==> src/rtl/tos_cache_pkg.sv <==
// rtl/tos_cache_pkg.sv - shared stack opcode definitions for the top-of-stack cache
// Contents: TOS_OP_W (opcode width) and tos_op_t (the 8 stack opcodes).
// Also imported by the instruction decoder and by the return-stack instance.
package tos_cache_pkg;

  localparam int TOS_OP_W = 3;

  typedef enum logic [TOS_OP_W-1:0] {
    OP_NOP     = 3'd0,
    OP_PUSH    = 3'd1,
    OP_DROP    = 3'd2,
    OP_DUP     = 3'd3,
    OP_SWAP    = 3'd4,
    OP_OVER    = 3'd5,
    OP_NIP     = 3'd6,
    OP_REPLACE = 3'd7
  } tos_op_t;

endpackage

==> src/rtl/tos_guard.sv <==
// rtl/tos_guard.sv - combinational depth guard for the top-of-stack cache
// Ports:
//   op      in   opcode for this cycle
//   depth   in   current element count, including T
//   legal   out  op may execute
//   set_ovf out  op would exceed the 2**saddr_width element capacity
//   set_unf out  op needs more elements than are present
module tos_guard
  import tos_cache_pkg::*;
#(
  parameter int saddr_width = 8
) (
  input  tos_op_t              op,
  input  logic [saddr_width:0] depth,
  output logic                 legal,
  output logic                 set_ovf,
  output logic                 set_unf
);

  localparam int DW = saddr_width + 1;
  localparam logic [saddr_width:0] CAP = DW'(1) << saddr_width;
  localparam logic [saddr_width:0] TWO = DW'(2);

  logic need_one;
  logic need_two;
  logic need_room;

  always_comb begin
    need_one  = 1'b0;
    need_two  = 1'b0;
    need_room = 1'b0;
    case (op)
      OP_PUSH: need_room = 1'b1;
      OP_DROP: need_one  = 1'b1;
      OP_DUP: begin
        need_one  = 1'b1;
        need_room = 1'b1;
      end
      OP_SWAP: need_two = 1'b1;
      OP_OVER: begin
        need_two  = 1'b1;
        need_room = 1'b1;
      end
      OP_NIP: need_two = 1'b1;
      default: ;
    endcase
  end

  assign set_unf = (need_one && (depth == '0)) || (need_two && (depth < TWO));
  assign set_ovf = need_room && (depth >= CAP);
  assign legal   = !set_unf && !set_ovf;

endmodule

==> src/rtl/tos_cache.sv <==
// rtl/tos_cache.sv - top-of-stack cache and stack-op sequencer
// Optional feature macro: STACK_GUARD_EN (depth counter, guards, sticky flags, clr_err).
// Ports:
//   clk, reset_n          clock, asynchronous active-low reset
//   wait_state            stall: T, depth and flags hold while high
//   op, din               stack opcode and operand for PUSH/REPLACE
//   T, N                  top of stack (registered), second element (= stk_Q)
//   stk_D, stk_dec,
//   stk_change, stk_update  write data / direction / SP enable / write enable to memory stack
//   stk_Q                 memory stack read data at current SP
//   depth                 element count including T
//   overflow, underflow   sticky guard flags; clr_err clears both
module tos_cache
  import tos_cache_pkg::*;
#(
  parameter int width       = 16,
  parameter int saddr_width = 8
) (
  input  logic                  clk,
  input  logic                  reset_n,
  input  logic                  wait_state,
  input  logic [TOS_OP_W-1:0]   op,
  input  logic [width-1:0]      din,
  output logic [width-1:0]      T,
  output logic [width-1:0]      N,
  output logic [width-1:0]      stk_D,
  output logic                  stk_dec,
  output logic                  stk_change,
  output logic                  stk_update,
  input  logic [width-1:0]      stk_Q,
  output logic [saddr_width:0]  depth,
  output logic                  overflow,
  output logic                  underflow,
  input  logic                  clr_err
);

  tos_op_t op_e;
  logic    legal;

  assign op_e  = tos_op_t'(op);
  assign N     = stk_Q;
  assign stk_D = T;

`ifdef STACK_GUARD_EN
  localparam logic [saddr_width:0] DEPTH_ONE = (saddr_width + 1)'(1);

  logic                 set_ovf;
  logic                 set_unf;
  logic [saddr_width:0] depth_q;
  logic                 ovf_q;
  logic                 unf_q;

  tos_guard #(
    .saddr_width(saddr_width)
  ) u_guard (
    .op      (op_e),
    .depth   (depth_q),
    .legal   (legal),
    .set_ovf (set_ovf),
    .set_unf (set_unf)
  );

  always_ff @(posedge clk or negedge reset_n) begin
    if (!reset_n) begin
      depth_q <= '0;
    end else if (!wait_state && legal) begin
      case (op_e)
        OP_PUSH, OP_DUP, OP_OVER: depth_q <= depth_q + DEPTH_ONE;
        OP_DROP, OP_NIP:          depth_q <= depth_q - DEPTH_ONE;
        default: ;
      endcase
    end
  end

  // A new fault in the same cycle as clr_err leaves its flag set.
  always_ff @(posedge clk or negedge reset_n) begin
    if (!reset_n) begin
      ovf_q <= 1'b0;
      unf_q <= 1'b0;
    end else if (!wait_state) begin
      ovf_q <= set_ovf || (ovf_q && !clr_err);
      unf_q <= set_unf || (unf_q && !clr_err);
    end
  end

  assign depth     = depth_q;
  assign overflow  = ovf_q;
  assign underflow = unf_q;
`else
  logic unused_clr_err;

  assign unused_clr_err = clr_err;
  assign legal          = 1'b1;
  assign depth          = '0;
  assign overflow       = 1'b0;
  assign underflow      = 1'b0;
`endif

  // Suppressed ops drive no stack controls so the memory stack's SP keeps
  // tracking depth.
  always_comb begin
    stk_change = 1'b0;
    stk_dec    = 1'b0;
    stk_update = 1'b0;
    if (legal) begin
      case (op_e)
        OP_PUSH, OP_DUP, OP_OVER: begin
          stk_change = 1'b1;
          stk_update = 1'b1;
        end
        OP_DROP, OP_NIP: begin
          stk_change = 1'b1;
          stk_dec    = 1'b1;
        end
        OP_SWAP: stk_update = 1'b1;
        default: ;
      endcase
    end
  end

  always_ff @(posedge clk or negedge reset_n) begin
    if (!reset_n) begin
      T <= '0;
    end else if (!wait_state && legal) begin
      case (op_e)
        OP_PUSH, OP_REPLACE:       T <= din;
        OP_DROP, OP_SWAP, OP_OVER: T <= stk_Q;
        default: ;
      endcase
    end
  end

endmodule

==> config.mk <==
export PLATFORM = sky130hd
export DESIGN_NAME = tos_cache
export DESIGN_NICKNAME = d
export VERILOG_FILES = /design/src/rtl/tos_cache_pkg.sv /design/src/rtl/tos_guard.sv /design/src/rtl/tos_cache.sv
export SDC_FILE = /design/constraint.sdc
export NUM_CORES = 1
export LEC_CHECK = 0
export ABC_CLOCK_PERIOD_IN_PS = 800
export CAP_MARGIN = 15
export CORE_ASPECT_RATIO = 1.1
export CORE_MARGIN = 5
export CORE_UTILIZATION = 30
export DETAILED_ROUTE_END_ITERATION = 12
export PLACE_DENSITY = 0.77
export SETUP_SLACK_MARGIN = 0.3
export SYNTH_ARGS = -nofsm -noshare
export SYNTH_HDL_FRONTEND = slang
export SYNTH_SLANG_ARGS = --single-unit
export TNS_END_PERCENT = 1
==> constraint.sdc <==
create_clock -name clk -period 0.8 [get_ports clk]
set_input_delay 0.08 -clock clk [delete_from_list [all_inputs] [get_ports clk]]
set_output_delay 0.08 -clock clk [all_outputs]
set_load 0.03 [all_outputs]
==> results_dict.tcl <==
set metrics [dict create \
    status "finished, violations left" \
    violations "setup timing" \
    crit_arrival_ps 1110 \
    top_register "T" \
    dpl_cell_area_sq_um 1840 \
    powerDensity_nw_per_um2 1880 \
    wl_microns 3290 \
    worstSetupStartpoint "op[2]" \
    die_h_microns 78.0 \
    yosys_warnings 0 \
    finalNetCount 230 \
    syn-cell-area_sq_um 1260 \
    n_antenna_cell 0 \
    viasPerCell 4.22 \
    crit_path_start_kind "input port" \
    hpwl_microns 2460 \
    synth_top_area_cell "dfrtp_1" \
    num_vias 1021 \
    numClockSinks 16 \
    yosys.area_share.simple 0.0982 \
    grt_util_all_layers 0.113 \
    drcViolationCount 0 \
    synth_top_family_by_area "buffers and inverters" \
    synthXorXnorAreaFrac 0.00694 \
    area_growth_pct 75.2 \
    hp-class "input port to flop" \
    grt_pass1_wl_microns 5160 \
    end_kind "flop" \
    clk_pin_slew_ps 60 \
    grt_pass1_vias 1098 \
    htreeDepth 1 \
    synth_top_area_share 0.317 \
    met1_usage 0.123 \
    r2r-start "T[1]" \
    hold_start "stk_Q[12]" \
    antenna_left 0 \
    synth_mux_area_frac 0.127 \
    finalWorstSetupSlack_ps -130 \
    busiest_layer "met2" \
    skew_ps 0 \
    required_ps 980 \
    num_rows 24 \
    avgSynthCellArea_sq_um 10.2 \
    r2r_slack_ps 130 \
    total_power_mw 4.16 \
    grt_max_degree 17 \
    drive_gt1_frac 0.674 \
    drt_iter0_markers 13 \
    hold_viol_final 0 \
    min_period_over_period 1.16 \
    critical_path.max_fanout 8 \
    start_util 0.313 \
    grt_overflow 0 \
    synth_compound_area_frac 0.138 \
    clk_latency_ps 240 \
    max_freq_ghz 1.07 \
    setup_viol 48 \
    numCtsBuffers 3 \
    grtUsageMet2 0.216 \
    cts_tree "yes" \
    synthAdderAreaFrac 0 \
    ys_ff_latch 16 \
    largestRegisters "T x16" \
    met3_usage 0.0220 \
    fp.dieArea_sq_um 5600 \
    syn_inst 124 \
    wl_per_cell_microns 13.6 \
    core_sq_um 4020 \
    cap_violations 0 \
    ys_types 20 \
    critical_path_class "input port to flop" \
    port_buffers 88 \
    yosysSeqAreaShare 0.317 \
    rsz0062_at_grt "yes" \
    synth_area_leaders "dfrtp_1 32%, buf_4 26%, mux2i_1 13%" \
    leakagePower_nw 1.07 \
    clock_path_buffers 2 \
    setup_tns_ps -4640 \
    drt_first_pass_iters 4 \
    ioPinCount 101 \
    fp.dieW_microns 71.8 \
    fin_crit_ps 930 \
    slew_violations 0 \
    cts-root-buf "clkbuf_8" \
    largest_reg_flops 16 \
    fin_area_sq_um 2210 \
    ir_drop_mv 0.528 \
    antenna_found_initial 0 \
    gp_routability_congestion 0.675 \
]
## Yosys cell counts
master and number:
o21ai_2 14, o21ai_1 2, a211o_4 1, mux2i_1 16
a21boi_2 1, and3b_1 1, inv_1 2, nand2_1 2
nand2_2 14, buf_4 43, xnor2_1 1, nand2b_1 1
conb_1 1, dfrtp_1 16, nor2b_2 1, buf_6 4
o21a_1 1, o21ai_0 1, nand3_1 1, buf_8 1
## report_power, final
group          total [mW]  switching [mW]  internal, mW  leakage [nW]
registers            1.14           0.185         0.952         0.196
clock network       0.705           0.269         0.436        0.0288
logic                2.32            1.23          1.09         0.849
total                4.16            1.69          2.48          1.07
## worst max-delay path, stage by stage
cell	delay, ps
buf_6	110
and3b_1	180
a211o_4	330
buf_12	150
buf_16	130
o21ai_2	120
## metal layers
| layer | part of all wire | wire, microns |
|---|---|---|
| met5 | 0 | 0 |
| met3 | 0.098 | 321 |
| met2 | 0.55 | 1820 |
| met4 | 0.0088 | 29 |
| met1 | 0.34 | 1110 |
## what timing repair did
action,4_1_cts,5_1_grt
pin swaps,14,5
cloned,3,0
setup endpoints to repair,67,61
hold buffers,0,0
buffers inserted,2,0
hold endpoints to repair,0,0
gates resized for setup,116,28
## placed cells by master, fill, tap and decap left out, types with 4 or more instances in the layout
cell and n:
buf_12 5, buf_2 6, buf_4 8, buf_6 48, clkbuf_2 5, clkbuf_8 4, clkdlybuf4s15_2 5, clkdlybuf4s50_1 17
conb_1 11, dfrtp_1 15, mux2i_1 10, nand2_2 14, o21ai_2 14
## final cells by class
type,instances,area [sq um]
Tap cell,52,65.1
Multi-Input combinational cell,68,589
Clock buffer,4,55.1
Timing Repair Buffer,100,1090
Inverter,2,7.51
Fill cell,363,1810
Sequential cell,16,402
## worst paths after layout
path | to | cells past startpoint
worst min-delay path | T[12] | 3
worst max register to register | T[1] | 2
worst min register to register | T[10] | 2
worst max-delay path | T[8] | 6
max in group asynchronous | T[1] | 2
min in group asynchronous | T[3] | 2
## stage by stage
step | utilization | worst slack, ps | instances | hold WS, ps
6_report | 0.549 | -130 | 242 | 136
5_1_grt | 0.549 | -166 | 242 | 145
4_1_cts | 0.546 | -134 | 242 | 165
3_5_place_dp | 0.458 | -881 | 233 | 434
3_3_place_gp | 0.458 | -811 | 233 | 430
2_1_floorplan | - | -230 | 134 | -216
## cells by family after synthesis
logic type | Yosys count
other | 1
xor gates and xnor gates | 1
AOI/OAI and AO/OA | 20
buffers and inverters | 50
muxes | 16
DFF | 16
and+or+nand+nor | 20
No activity file was read; power rests on OpenSTA's default activity.
